**config.mk**
```make
export PLATFORM = sky130hd
export DESIGN_NAME = cordic_range_ctrl
export DESIGN_NICKNAME = d
export VERILOG_FILES = /design/src/rtl/cordic_range_ctrl.sv
export SDC_FILE = /design/constraint.sdc
export NUM_CORES = 1
export LEC_CHECK = 0
export CAP_MARGIN = 20
export CORE_UTILIZATION = 50
export DETAILED_ROUTE_END_ITERATION = 8
export PLACE_DENSITY = 0.82
export SLEW_MARGIN = 20
export SYNTH_ARGS = -nofsm -noshare
export SYNTH_HDL_FRONTEND = slang
export SYNTH_SLANG_ARGS = --single-unit
export TNS_END_PERCENT = 30
```
**constraint.sdc**
```tcl
create_clock -name clk -period 4.7 [get_ports clk]
set_clock_uncertainty 0.05 [all_clocks]
set_input_delay 1.175 -clock clk [delete_from_list [all_inputs] [get_ports clk]]
set_output_delay 1.175 -clock clk [all_outputs]
set_load 0.02 [all_outputs]
```
**src/rtl/cordic_range_ctrl.sv**
```systemverilog
// cordic_range_ctrl
// Front-end controller for the iterative CORDIC sine/cosine core.
// Reduces a full-circle Q3.16 angle into [-pi/2, pi/2], sequences the core's
// init/done handshake, applies the quadrant sign correction to the results
// and presents cosine/sine with a one-cycle valid pulse.
//
// Ports:
//   clk, rst      - rising-edge clock, asynchronous active-high reset
//   start         - request, sampled only while idle
//   angle_in      - Q3.16 signed angle in radians (-4.0 .. +4.0)
//   cordic_cos    - Q2.16 cosine from the core
//   cordic_sin    - Q2.16 sine from the core
//   cordic_done   - core completion flag
//   cordic_angle  - Q2.16 reduced angle to the core's target_angle
//   cordic_init   - one-cycle init strobe to the core
//   cos_out       - Q2.16 corrected cosine (held until next capture)
//   sin_out       - Q2.16 corrected sine (held until next capture)
//   valid         - one-cycle pulse when cos_out/sin_out update
//   busy          - high whenever the controller is not idle
//   err           - one-cycle pulse when the core fails to finish in time
module cordic_range_ctrl #(
    parameter int unsigned TIMEOUT = 24
) (
    input  logic               clk,
    input  logic               rst,
    input  logic               start,
    input  logic signed [18:0] angle_in,
    input  logic signed [17:0] cordic_cos,
    input  logic signed [17:0] cordic_sin,
    input  logic               cordic_done,
    output logic signed [17:0] cordic_angle,
    output logic               cordic_init,
    output logic signed [17:0] cos_out,
    output logic signed [17:0] sin_out,
    output logic               valid,
    output logic               busy,
    output logic               err
);

    localparam int unsigned CW = $clog2(TIMEOUT + 1);

    // Angle constants in Q3.16 LSBs, carried at 20 bits for headroom
    localparam logic signed [19:0] PI          = 20'sd205887;
    localparam logic signed [19:0] NEG_PI      = -20'sd205887;
    localparam logic signed [19:0] HALF_PI     = 20'sd102944;
    localparam logic signed [19:0] NEG_HALF_PI = -20'sd102944;
    localparam logic signed [19:0] TWO_PI      = 20'sd411775;

    localparam logic signed [17:0] Q_MIN = 18'sh20000;
    localparam logic signed [17:0] Q_MAX = 18'sh1FFFF;

    typedef enum logic [2:0] {
        IDLE,
        REDUCE,
        INIT,
        WAIT,
        DONE
    } state_t;

    state_t             state;
    logic signed [18:0] a;
    logic               neg;
    logic [CW-1:0]      cnt;

    logic signed [19:0] a_ext;
    logic signed [19:0] a1;
    logic signed [17:0] r;
    logic               neg_c;

    // Two-step range reduction: wrap into [-pi, pi], then fold into [-pi/2, pi/2]
    always_comb begin
        a_ext = {a[18], a};
        a1    = a_ext;
        if (a_ext > PI) begin
            a1 = a_ext - TWO_PI;
        end else if (a_ext < NEG_PI) begin
            a1 = a_ext + TWO_PI;
        end

        r     = 18'(a1);
        neg_c = 1'b0;
        if (a1 > HALF_PI) begin
            r     = 18'(a1 - PI);
            neg_c = 1'b1;
        end else if (a1 < NEG_HALF_PI) begin
            r     = 18'(a1 + PI);
            neg_c = 1'b1;
        end
    end

    // Quadrant correction; the most negative code saturates instead of wrapping
    function automatic logic signed [17:0] fix_sign(input logic signed [17:0] x,
                                                    input logic               n);
        if (!n) begin
            return x;
        end
        if (x == Q_MIN) begin
            return Q_MAX;
        end
        return -x;
    endfunction

    // Sequencer and all registered outputs
    always_ff @(posedge clk or posedge rst) begin
        if (rst) begin
            state        <= IDLE;
            a            <= '0;
            neg          <= 1'b0;
            cnt          <= '0;
            cordic_angle <= '0;
            cordic_init  <= 1'b0;
            cos_out      <= '0;
            sin_out      <= '0;
            valid        <= 1'b0;
            busy         <= 1'b0;
            err          <= 1'b0;
        end else begin
            cordic_init <= 1'b0;
            valid       <= 1'b0;
            err         <= 1'b0;

            case (state)
                IDLE: begin
                    if (start) begin
                        a     <= angle_in;
                        busy  <= 1'b1;
                        state <= REDUCE;
                    end
                end

                REDUCE: begin
                    cordic_angle <= r;
                    neg          <= neg_c;
                    cordic_init  <= 1'b1;
                    state        <= INIT;
                end

                INIT: begin
                    cnt   <= '0;
                    state <= WAIT;
                end

                WAIT: begin
                    // cnt == 0 marks the first WAIT cycle, where a stale done is ignored
                    if ((cnt != '0) && cordic_done) begin
                        cos_out <= fix_sign(cordic_cos, neg);
                        sin_out <= fix_sign(cordic_sin, neg);
                        valid   <= 1'b1;
                        state   <= DONE;
                    end else if (cnt == CW'(TIMEOUT - 1)) begin
                        err   <= 1'b1;
                        busy  <= 1'b0;
                        state <= IDLE;
                    end else begin
                        cnt <= cnt + CW'(1);
                    end
                end

                DONE: begin
                    busy  <= 1'b0;
                    state <= IDLE;
                end

                default: begin
                    busy  <= 1'b0;
                    state <= IDLE;
                end
            endcase
        end
    end

endmodule

```
# Yosys cells after proc, flatten, opt, wreduce, memory -nomap -nowiden
# Index checks and enable logic that the tools add are counted.
# classes
addsub	7
order_cmp	4
eq_ne	11
n_reduce_logical	10
bitwise_logic	1
muxes	42
# ops
operator	count
18-bit two-way mux	10
20-bit two-way mux	2
18-bit == test (second input constant)	2
18-bit negator	2
1-bit two-way mux	22
19-bit by 20-bit adder with 20-bit output (second input constant)	1
20-bit by 18-bit > comparator with 1-bit output (second input constant)	1
20-bit by 18-bit < comparator with 1-bit output (second input constant)	1
19-bit by 20-bit subtractor with 20-bit output (second input constant)	1
19-bit > comparator (second input constant)	1
19-bit < comparator (second input constant)	1
18-bit by 17-bit adder with 18-bit output (second input constant)	1
18-bit by 17-bit subtractor with 18-bit output (second input constant)	1
3-bit one-hot mux with 4 select lines	1
5-bit two-way mux	2
5-bit one-hot mux with 2 select lines	1
3-bit two-way mux	3
2-bit inequality test (second input constant)	4
3-bit by 2-bit == test with 1-bit output (second input constant)	2
2-bit AND reduction	3
5-bit by 1-bit adder with 5-bit output (second input constant)	1
5-bit == test (second input constant)	1
5-bit nonzero test	1
4-bit AND reduction	1
other kinds (9)	9
# word_totals
reg_bits	86
in_bits	59
output_inout_bits	58
word_cells	86

# Depth between registers and ports, before layout
# Gate-level depths: netlist (run 1).
# logic_depth
word_depth	9
depth_mapped	19
depth_no_buf	16

# Least setup slack after synthesis (run 1)
# OpenSTA, ideal clock, no wires.
# synth_path
path_kind	register to register
startpoint	register a[9]
endpoint	register cordic_angle[13]
path_buffers	2
period_less_slack_ns	3.910
required_time_ns	4.555
path_slack_ns	0.790
path_stages_with_launch	18
arrival_time_ns	3.765
setup_ns	0.095
cell_sequence	dfrtp_1 > buf_4 > or4_4 > or4_4 > nand3_2 > buf_6 > nand2_1 > xnor2_1 > inv_1 > ha_1 > inv_1 > nor3_1 > a311oi_1 > nor3_4 > nor2_2 > o31a_1 > o21a_1 > o31ai_1
# synth_between
elab_chain_len	6
# synth_rtl
element	line_no	text
from (decl)	61	logic signed [18:0] a;
from (signal assigned)	125	a <= angle_in;
19-bit by 20-bit adder with 20-bit output / 19-bit < comparator (equally long branches)	77, 76	
20-bit two-way mux	76	end else if (a_ext < NEG_PI) begin
20-bit two-way mux (*)	74	if (a_ext > PI) begin
18-bit by 17-bit adder with 18-bit output / 20-bit by 18-bit < comparator with 1-bit output (equally long branches)	86, 85	
18-bit two-way mux	85	end else if (a1 < NEG_HALF_PI) begin
18-bit two-way mux (*)	82	if (a1 > HALF_PI) begin
to (signal assigned)	132	cordic_angle <= r;
to (decl)	31	output logic signed [17:0] cordic_angle,
# Mark *: on every way between the ends. The rest lies on a longest branch, timed or not.
# A chain may end at the register's enable or synchronous reset.

# Final worst setup path (run 1)
# layout_path
startpoint	register a[2]
endpoint	register cordic_angle[13]
# Same word-level chain as after synthesis.

==> impl_metrics.env, run 1 <==
export IMPL_status="completed"
export IMPL_postCtsSetupBuffers=0
export IMPL_finalWorstSetupSlack_ns=0.342
export IMPL_cts_buffers=9
export IMPL_grt_max_degree=51
export IMPL_fin_nets=844
export IMPL_critPathMaxFanout=12
export IMPL_p_sw_mw=2.88
export IMPL_detail_route_first_pass_iterations=5
export IMPL_grt_pass1_vias=5309
export IMPL_ant_nets=0
export IMPL_ys_seq_area_frac=0.368
export IMPL_drc=0
export IMPL_crit_arrival_ns=4.56
export IMPL_min_period_ns=4.36
export IMPL_fin_util=0.655
export IMPL_p_int_mw=3.19
export IMPL_synth_seq_cells=86
export IMPL_syn_nets=735
export IMPL_finalCritPeriodShare=0.927
export IMPL_pwr_share_seq=0.237
export IMPL_critPathMaxStageDelay_ns=0.52
export IMPL_wire_per_inst_um=17.7
export IMPL_die_w_um=110
export IMPL_dieArea_mm2=0.0121
export IMPL_critPathBufInv=1
export IMPL_crit_family="compound AO/OA/AOI/OAI gates"
export IMPL_core_area_mm2=0.0114
export IMPL_portBuffers=116
export IMPL_async_flop_share=1.00
export IMPL_die_y_um=110
export IMPL_finalSetupViolations=0
export IMPL_powerDensity_mw_per_mm2=810
export IMPL_area_growth_pct=27.9
export IMPL_fin_tns_setup_ns=0
export IMPL_synth_area_per_cell_um2=8.76
export IMPL_via_per_inst=6.11
export IMPL_clkSlewWorstSetupHoldPaths_ns=0.06
export IMPL_placed_area_mm2=0.00717
export IMPL_crit_path_cell_trace="or3_1, or3_1, a21o_1, a21oi_1, a21o_1, ha_1, inv_1, nor3_1, a311oi_1, nor3_4, nor2_4, o31a_1, o21a_1, o31ai_1"
export IMPL_cts_root_buf="clkbuf_16"
export IMPL_clk_latency_ns=0.35
export IMPL_cp_required_ns=4.91
export IMPL_grt_pass1_wl_mm=26.0
export IMPL_max_freq_ghz=0.229
export IMPL_syn_cell_area_mm2=0.00585
export IMPL_tightest_slew_ns=0.955
export IMPL_overflow=0
export IMPL_fin_area_mm2=0.00748
export IMPL_p_clk_frac=0.122
export IMPL_htreeDepth=3
export IMPL_place_gp_congestion=1.06
export IMPL_ir_drop_mv=0.469
export IMPL_drv_cap=0
export IMPL_grt_setup_unrepaired="no"
export IMPL_grt_antenna_before_repair=0
export IMPL_pin_count=117
export IMPL_row_count=39
export IMPL_hold_class="reg -> reg"
export IMPL_wirelength_mm=16.4
export IMPL_cts_sinks=86
export IMPL_yosysWarningCount=0
export IMPL_dpl_hpwl_mm=12.5
export IMPL_combPwrFrac=0.641
export IMPL_critPathKind="reg -> reg"
export IMPL_worstSetupStartpointType="register"
export IMPL_p_sw_frac=0.474
export IMPL_cp_end_kind="register"
export IMPL_syn_inst=668
export IMPL_cts_tree="yes"
export IMPL_slew_violations=0
export IMPL_hold_violations=0
export IMPL_num_antenna_cells=0
export IMPL_leakagePower_nw=2.98
export IMPL_ys_types=77
export IMPL_first_iter_violations=548
export IMPL_initial_core_util=0.512
export IMPL_slew_headroom=0.361
export IMPL_synthFlopType="dfrtp_1"
export IMPL_p_total_mw=6.06
export IMPL_preCtsSetupSlack_ns=0.315
export IMPL_synth_edff_count=0
export IMPL_grt_usage=0.279
export IMPL_cts_path_max_buffers=2
export IMPL_cpMaxStageDelayCell="or3_1"
export IMPL_drive_above_1_share=0.104
export IMPL_vias=5653
==> cells by family after synthesis <==
family / share of synthesized area
AOI/OAI and AO/OA: 0.212
xor gates and xnor gates: 0.0999
adders and majority gates: 0.0171
buffers and inverters: 0.0458
DFF: 0.368
muxes: 0.0353
and+or+nand+nor: 0.222
==> worst min-delay path, stage by stage, from the launching register on <==
cell     delay [ns]
dfrtp_1        0.34
nand2_1        0.05
o21ai_1        0.06
==> state kept, by name (all words and copies together), names as in the netlist <==
register      cells
cordic_init       1
err               1
state             3
neg               1
valid             1
a                19
sin_out          18
busy              1
cordic_angle     18
cos_out          18
cnt               5
==> synth_stat cells, types with 4 or more instances <==
cell      count  share of area
nor3b_1       8          0.010
a211oi_1      4         0.0051
clkbuf_1     22          0.014
o21ai_0      24          0.021
nand2_1      74          0.047
xor2_1       33          0.049
nor2_1       61          0.039
or4_4         4         0.0077
o31ai_1      12          0.015
dfrtp_1      86           0.37
nor3_1       13          0.011
nor4_1        8         0.0086
a31oi_1       8         0.0086
a41oi_1       4         0.0060
a32oi_1       6         0.0090
and2_1        8         0.0086
nand3_1      14          0.012
ha_1          8          0.017
buf_2        10         0.0086
inv_1        22          0.014
or3_1        16          0.017
nand4b_1      4         0.0060
o21ai_1      18          0.015
xnor2_1      30          0.045
a21oi_1      48          0.041
mux2i_1       6          0.010
mux2_2       13          0.025
o22ai_1       4         0.0043
a22o_1        4         0.0060
nand4_1      12          0.013
==> through the flow <==
stage / hold slack (ns) / cells
floorplan: 0.471 / 668
global placement: 0.418 / 909
detailed placement: 0.431 / 909
CTS: 0.447 / 925
global route: 0.473 / 925
finish: 0.438 / 925
==> worst paths after layout <==
| check | from | endpoint | depth (start not counted) | slack [ns] |
|---|---|---|---|---|
| max | a[2] | cordic_angle[13] | 14 | 0.34 |
| min | cordic_angle[6] | cordic_angle[6] | 2 | 0.44 |
| max reg2reg | a[2] | cordic_angle[13] | 14 | 0.34 |
| min reg2reg | cordic_angle[6] | cordic_angle[6] | 2 | 0.44 |
| max in group asynchronous | rst | a[2] | 3 | 2.61 |
| min in group asynchronous | rst | cos_out[10] | 2 | 1.24 |
==> cell type report <==
class	count	area, um^2
multi-input cells	521	3450
clock buffers	10	239
fillers	976	3930
inverters	23	87.6
well taps	143	179
flip-flops and latches	86	2150
clock inverters	6	68.8
repair buffers	136	1310
==> power by group through the flow <==
stage / logic, mW / registers [mW] / clock network, mW
after detailed placement: 3.84 / 1.44 / 0
after floorplan: 2.51 / 1.59 / 0
final: 3.89 / 1.44 / 0.738
after CTS: 3.86 / 1.43 / 0.750
after global placement: 3.78 / 1.42 / 0
after global routing: 4.26 / 1.49 / 0.784
==> layout by cell type (no fill, tap or decap), types with 6 or more instances in the layout <==
master and count:
mux2_2 13, a21oi_1 47, mux2i_1 6, nor4_1 8, buf_4 20, nor3_1 13, and2_1 8, or3_1 16
xor2_1 33, o31ai_1 12, nor2_1 61, nand3_1 14, clkdlybuf4s50_1 116, a32oi_1 6, nand4_1 12, ha_1 8
xnor2_1 30, nand2_1 74, a31oi_1 8, o21ai_1 18, inv_1 21, dfrtp_1 86, nor3b_1 7, o21ai_0 24
clkbuf_16 9
==> metal layers <==
metal,wire length (um),vias up,GRT usage,share of wire
met4,559,0,0.117,0.034
met3,1150,45,0.0658,0.070
met2,7720,259,0.465,0.47
li1,-,2647,-,-
met1,6990,2702,0.345,0.43
met5,0,-,0,0
==> what timing repair did <==
| action | CTS | global route |
|---|---|---|
| endpoints found under the setup margin | 0 | 2 |
| hold buffers | 0 | 0 |
| gates resized for setup | 0 | 2 |
Power figures use the tool's default switching activity.
==> run 2, diff against run 1 <==
--- a/config.mk
+++ b/config.mk
@@ -6,7 +6,8 @@
 export NUM_CORES = 1
 export LEC_CHECK = 0
 export CAP_MARGIN = 20
-export CORE_UTILIZATION = 50
+export CORE_UTILIZATION = 48
+export CTS_CLUSTER_DIAMETER = 50
 export DETAILED_ROUTE_END_ITERATION = 8
 export PLACE_DENSITY = 0.82
 export SLEW_MARGIN = 20
==> constraint.sdc (replaced) <==
create_clock -name clk -period 3.5 [get_ports clk]
set_clock_uncertainty 0.05 [all_clocks]
set_input_delay 0.875 -clock clk [delete_from_list [all_inputs] [get_ports clk]]
set_output_delay 0.875 -clock clk [all_outputs]
set_load 0.02 [all_outputs]
==> impl_metrics.env, run 2 (synthesized netlist as in run 1, its figures left out) <==
export IMPL_pin_count=117
export IMPL_cts_root_buf="clkbuf_16"
export IMPL_min_period_ns=3.75
export IMPL_cts_buffers=9
export IMPL_cts_sinks=86
export IMPL_ant_nets=0
export IMPL_regMostFlops="a"
export IMPL_final_common_cell="buf_4"
export IMPL_hold_class="reg -> reg"
export IMPL_htreeDepth=3
export IMPL_cts_tree="yes"
export IMPL_drv_cap=0
export IMPL_violations="setup timing"
export IMPL_portBuffers=116
export IMPL_overflow=0
export IMPL_slew_headroom=0.417
export IMPL_ir_drop_mv=0.564
export IMPL_clk_latency_ns=0.35
export IMPL_critPathMaxFanout=5
export IMPL_fin_nets=967
export IMPL_initial_core_util=0.502
export IMPL_finalWorstSetupSlack_ns=-0.250
export IMPL_area_growth_pct=50.4
export IMPL_drive_above_1_share=0.262
export IMPL_vias=6154
export IMPL_max_freq_ghz=0.267
export IMPL_finalCritPeriodShare=1.07
export IMPL_status="finished, violations left"
export IMPL_critPathKind="reg -> reg"
export IMPL_core_area_mm2=0.0117
export IMPL_die_y_um=112
export IMPL_clkSlewWorstSetupHoldPaths_ns=0.07
export IMPL_fin_tns_setup_ns=-3.44
export IMPL_leakagePower_nw=3.68
export IMPL_fin_util=0.754
export IMPL_dpl_hpwl_mm=13.3
export IMPL_wire_per_inst_um=17.5
export IMPL_placed_area_mm2=0.00804
export IMPL_die_w_um=112
export IMPL_preCtsSetupSlack_ns=-0.337
export IMPL_row_count=39
export IMPL_hold_violations=0
export IMPL_powerDensity_mw_per_mm2=1140
export IMPL_grt_pass1_wl_mm=29.6
export IMPL_num_antenna_cells=0
export IMPL_grt_pass1_vias=6102
export IMPL_dieArea_mm2=0.0126
export IMPL_grt_max_degree=51
export IMPL_cp_required_ns=3.66
export IMPL_detail_route_first_pass_iterations=5
export IMPL_layout_common_cells="buf_4, clkdlybuf4s50_1, dfrtp_1, nand2_1, nor2_1"
export IMPL_wirelength_mm=18.3
export IMPL_slew_violations=0
export IMPL_first_iter_violations=531
export IMPL_crit_arrival_ns=3.91
export IMPL_cp_end_kind="register"
export IMPL_via_per_inst=5.87
export IMPL_largest_reg_flops=19
export IMPL_drc=0
export IMPL_worstSetupStartpointType="register"
export IMPL_fin_area_mm2=0.00880
export IMPL_grt_antenna_before_repair=0
export IMPL_tightest_slew_ns=0.873
export IMPL_grt_usage=0.294
export IMPL_cts_path_max_buffers=2
export IMPL_holdBufCountCts=0
export IMPL_place_gp_congestion=0.973
export IMPL_grt_setup_unrepaired="yes"
export IMPL_finalSetupViolations=18
export IMPL_hold_worst_slack_ns=0.432
## run 2: critical path: stages, from the launching register on
cell      delay, ns
dfrtp_1        0.38
or4_4          0.57
or4_4          0.60
nand3_4        0.13
buf_6          0.15
nor4b_2        0.07
nor3_1         0.33
buf_4          0.21
o31ai_1        0.10
buf_4          0.16
a41o_1         0.21
a211oi_1       0.26
o22ai_1        0.14
xnor2_1        0.17
o21ai_1        0.08
## run 2: through the flow
step	power, mW	cells
final	10.1	1048
after global routing	10.7	1048
after CTS	9.58	1040
after detailed placement	8.14	1016
after global placement	7.95	1016
after floorplan	5.59	668
## run 2: worst paths after layout
path	from	to	slack, ns	depth (start not counted)
max in group asynchronous	rst	cordic_angle[3]	1.80	3
hold reg to reg	cordic_angle[10]	cordic_angle[10]	0.43	2
setup / recovery	a[7]	cordic_angle[16]	-0.25	14
setup reg to reg	a[7]	cordic_angle[16]	-0.25	14
min in group asynchronous	rst	cos_out[12]	0.96	2
hold / removal	cordic_angle[10]	cordic_angle[10]	0.43	2
## run 2: layout make-up
| type | count | area, um^2 |
|---|---|---|
| flip-flops and latches | 86 | 2150 |
| clock buffers | 11 | 233 |
| well taps | 143 | 179 |
| multi-input cells | 522 | 3770 |
| inverters | 23 | 87.6 |
| fillers | 792 | 2860 |
| clock inverters | 5 | 106 |
| repair buffers | 258 | 2270 |
## run 2: metal layers
metal	share of wire	track usage	wire (um)	up-vias
met5	0	0	0	-
met4	0.031	0.140	565	0
met3	0.052	0.0540	947	46
met2	0.51	0.517	9280	263
met1	0.41	0.347	7510	2948
li1	-	-	-	2897
## run 2: report_power, final
group | switching [mW] | internal, mW | total [mW]
clock | 0.409 | 0.701 | 1.11
sequential | 0.291 | 1.47 | 1.77
combinational | 3.78 | 3.41 | 7.19
total | 4.48 | 5.58 | 10.1
## run 2: what timing repair did
action / 4_1_cts / 5_1_grt
setup buffers: 7 / 8
pin swaps: 8 / 20
endpoints found under the setup margin: 19 / 19
resized for setup: 30 / 23
gates cloned: 1 / 0
==> run 3, diff against run 2 <==
--- a/config.mk
+++ b/config.mk
@@ -10,7 +10,7 @@
 export CTS_CLUSTER_DIAMETER = 50
 export DETAILED_ROUTE_END_ITERATION = 8
 export PLACE_DENSITY = 0.82
-export SLEW_MARGIN = 20
+export SLEW_MARGIN = 40
 export SYNTH_ARGS = -nofsm -noshare
 export SYNTH_HDL_FRONTEND = slang
 export SYNTH_SLANG_ARGS = --single-unit
==> impl_metrics.env, run 3 (synthesized netlist as in run 1, its figures left out) <==
export IMPL_wire_per_inst_um=17.2
export IMPL_min_period_ns=3.73
export IMPL_drc=0
export IMPL_num_antenna_cells=0
export IMPL_leakagePower_nw=3.65
export IMPL_violations="setup timing"
export IMPL_pin_count=117
export IMPL_hold_violations=0
export IMPL_core_area_mm2=0.0117
export IMPL_grt_setup_unrepaired="yes"
export IMPL_fill_cells=817
export IMPL_grt_pass1_vias=6091
export IMPL_crit_end="cordic_angle[13]"
export IMPL_dieArea_mm2=0.0126
export IMPL_cp_end_kind="register"
export IMPL_layoutNonFillerInstCount=1045
export IMPL_detail_route_first_pass_iterations=5
export IMPL_ir_drop_mv=0.540
export IMPL_first_iter_violations=496
export IMPL_cts_root_buf="clkbuf_16"
export IMPL_timing_rr_start="a[6]"
export IMPL_largest_reg_flops=19
export IMPL_grt_max_degree=51
export IMPL_critPathKind="reg -> reg"
export IMPL_initial_core_util=0.502
export IMPL_max_freq_ghz=0.268
export IMPL_dpl_hpwl_mm=13.3
export IMPL_cts_path_max_buffers=2
export IMPL_cts_sinks=86
export IMPL_clkSlewWorstSetupHoldPaths_ns=0.06
export IMPL_finalCritPeriodShare=1.07
export IMPL_powerDensity_mw_per_mm2=1140
export IMPL_via_per_inst=5.88
export IMPL_grt_antenna_before_repair=0
export IMPL_drive_above_1_share=0.259
export IMPL_placed_area_mm2=0.00804
export IMPL_grt_pass1_wl_mm=29.0
export IMPL_cts_buffers=9
export IMPL_p_total_mw=9.90
export IMPL_htreeDepth=3
export IMPL_finalSetupViolations=18
export IMPL_die_w_um=112
export IMPL_drv_cap=0
export IMPL_row_count=39
export IMPL_clk_latency_ns=0.35
export IMPL_status="finished, violations left"
export IMPL_preCtsSetupSlack_ns=-0.370
export IMPL_tightest_slew_ns=0.703
export IMPL_r2r_end="cordic_angle[13]"
export IMPL_final_common_cell="buf_4"
export IMPL_fin_tns_setup_ns=-2.84
export IMPL_place_gp_congestion=0.973
export IMPL_finalWorstSetupSlack_ns=-0.228
export IMPL_worstSetupStartpointType="register"
export IMPL_slew_headroom=0.531
export IMPL_r2r_slack_ns=-0.23
export IMPL_slew_violations=0
export IMPL_startpoint="a[6]"
export IMPL_grt_usage=0.287
export IMPL_fin_nets=964
export IMPL_die_y_um=112
export IMPL_cp_required_ns=3.70
export IMPL_cts_tree="yes"
export IMPL_r2r_cells=12
export IMPL_hold_class="reg -> reg"
export IMPL_regMostFlops="a"
export IMPL_critPathMaxFanout=5
export IMPL_hold_worst_slack_ns=0.432
export IMPL_overflow=0
export IMPL_wirelength_mm=18.0
export IMPL_area_growth_pct=48.7
export IMPL_vias=6148
export IMPL_place_inst=1016
export IMPL_crit_arrival_ns=3.93
export IMPL_fin_area_mm2=0.00870
export IMPL_portBuffers=116
export IMPL_fin_util=0.746
export IMPL_layout_common_cells="buf_4, clkdlybuf4s50_1, dfrtp_1, nand2_1, nor2_1"
export IMPL_ant_nets=0
export IMPL_holdBufCountCts=0
run 3: metal layers:
| metal | track usage | routed length (um) | up-vias |
|---|---|---|---|
| li1 | - | - | 2896 |
| met1 | 0.339 | 7360 | 2933 |
| met2 | 0.513 | 8960 | 263 |
| met3 | 0.0400 | 932 | 56 |
| met4 | 0.137 | 739 | 0 |
| met5 | 0 | 0 | - |
run 3: report_power, final:
group | total (mW) | internal [mW] | switching (mW)
Clock | 1.05 | 0.646 | 0.403
Combinational | 7.09 | 3.35 | 3.74
Sequential | 1.76 | 1.47 | 0.285
run 3: area by class of cell:
type	count	area [um^2]	share of cell area
clock inverter	5	82.6	0.00949
clock buffer	11	243	0.0279
inverter	23	91.3	0.0105
sequential	86	2150	0.247
multi-input combinational	523	3720	0.427
timing repair buffer	254	2240	0.257
tap	143	179	0.0206
run 3: worst max-delay path, stage by stage (launching register included):
cell,delay (ns)
dfrtp_1,0.38
or4_4,0.57
or4_4,0.62
nand3_4,0.13
buf_4,0.14
o32ai_4,0.07
buf_4,0.15
xnor2_1,0.13
or4_4,0.48
o21a_1,0.23
o31a_1,0.33
o21a_1,0.18
o31ai_1,0.18
run 3: repair_timing:
item                       4_1_cts  5_1_grt
cloned                           1        1
hold endpoints to repair         0        0
pin swaps                       12       11
setup buffers                    5        6
gates resized for setup         28       18
setup endpoints to repair       19       19
run 3: worst min path at each step:
stage | to | slack (ns) | start | cells past startpoint
CTS | cordic_angle[13] | 0.44 | cordic_angle[13] | 2
detailed placement | cordic_angle[13] | 0.43 | cordic_angle[13] | 2
finish | cordic_angle[10] | 0.43 | cordic_angle[10] | 2
global route | cordic_angle[4] | 0.47 | cordic_angle[4] | 2
global placement | cordic_angle[13] | 0.42 | cordic_angle[13] | 2
floorplan | state[0] | 0.47 | state[1] | 2
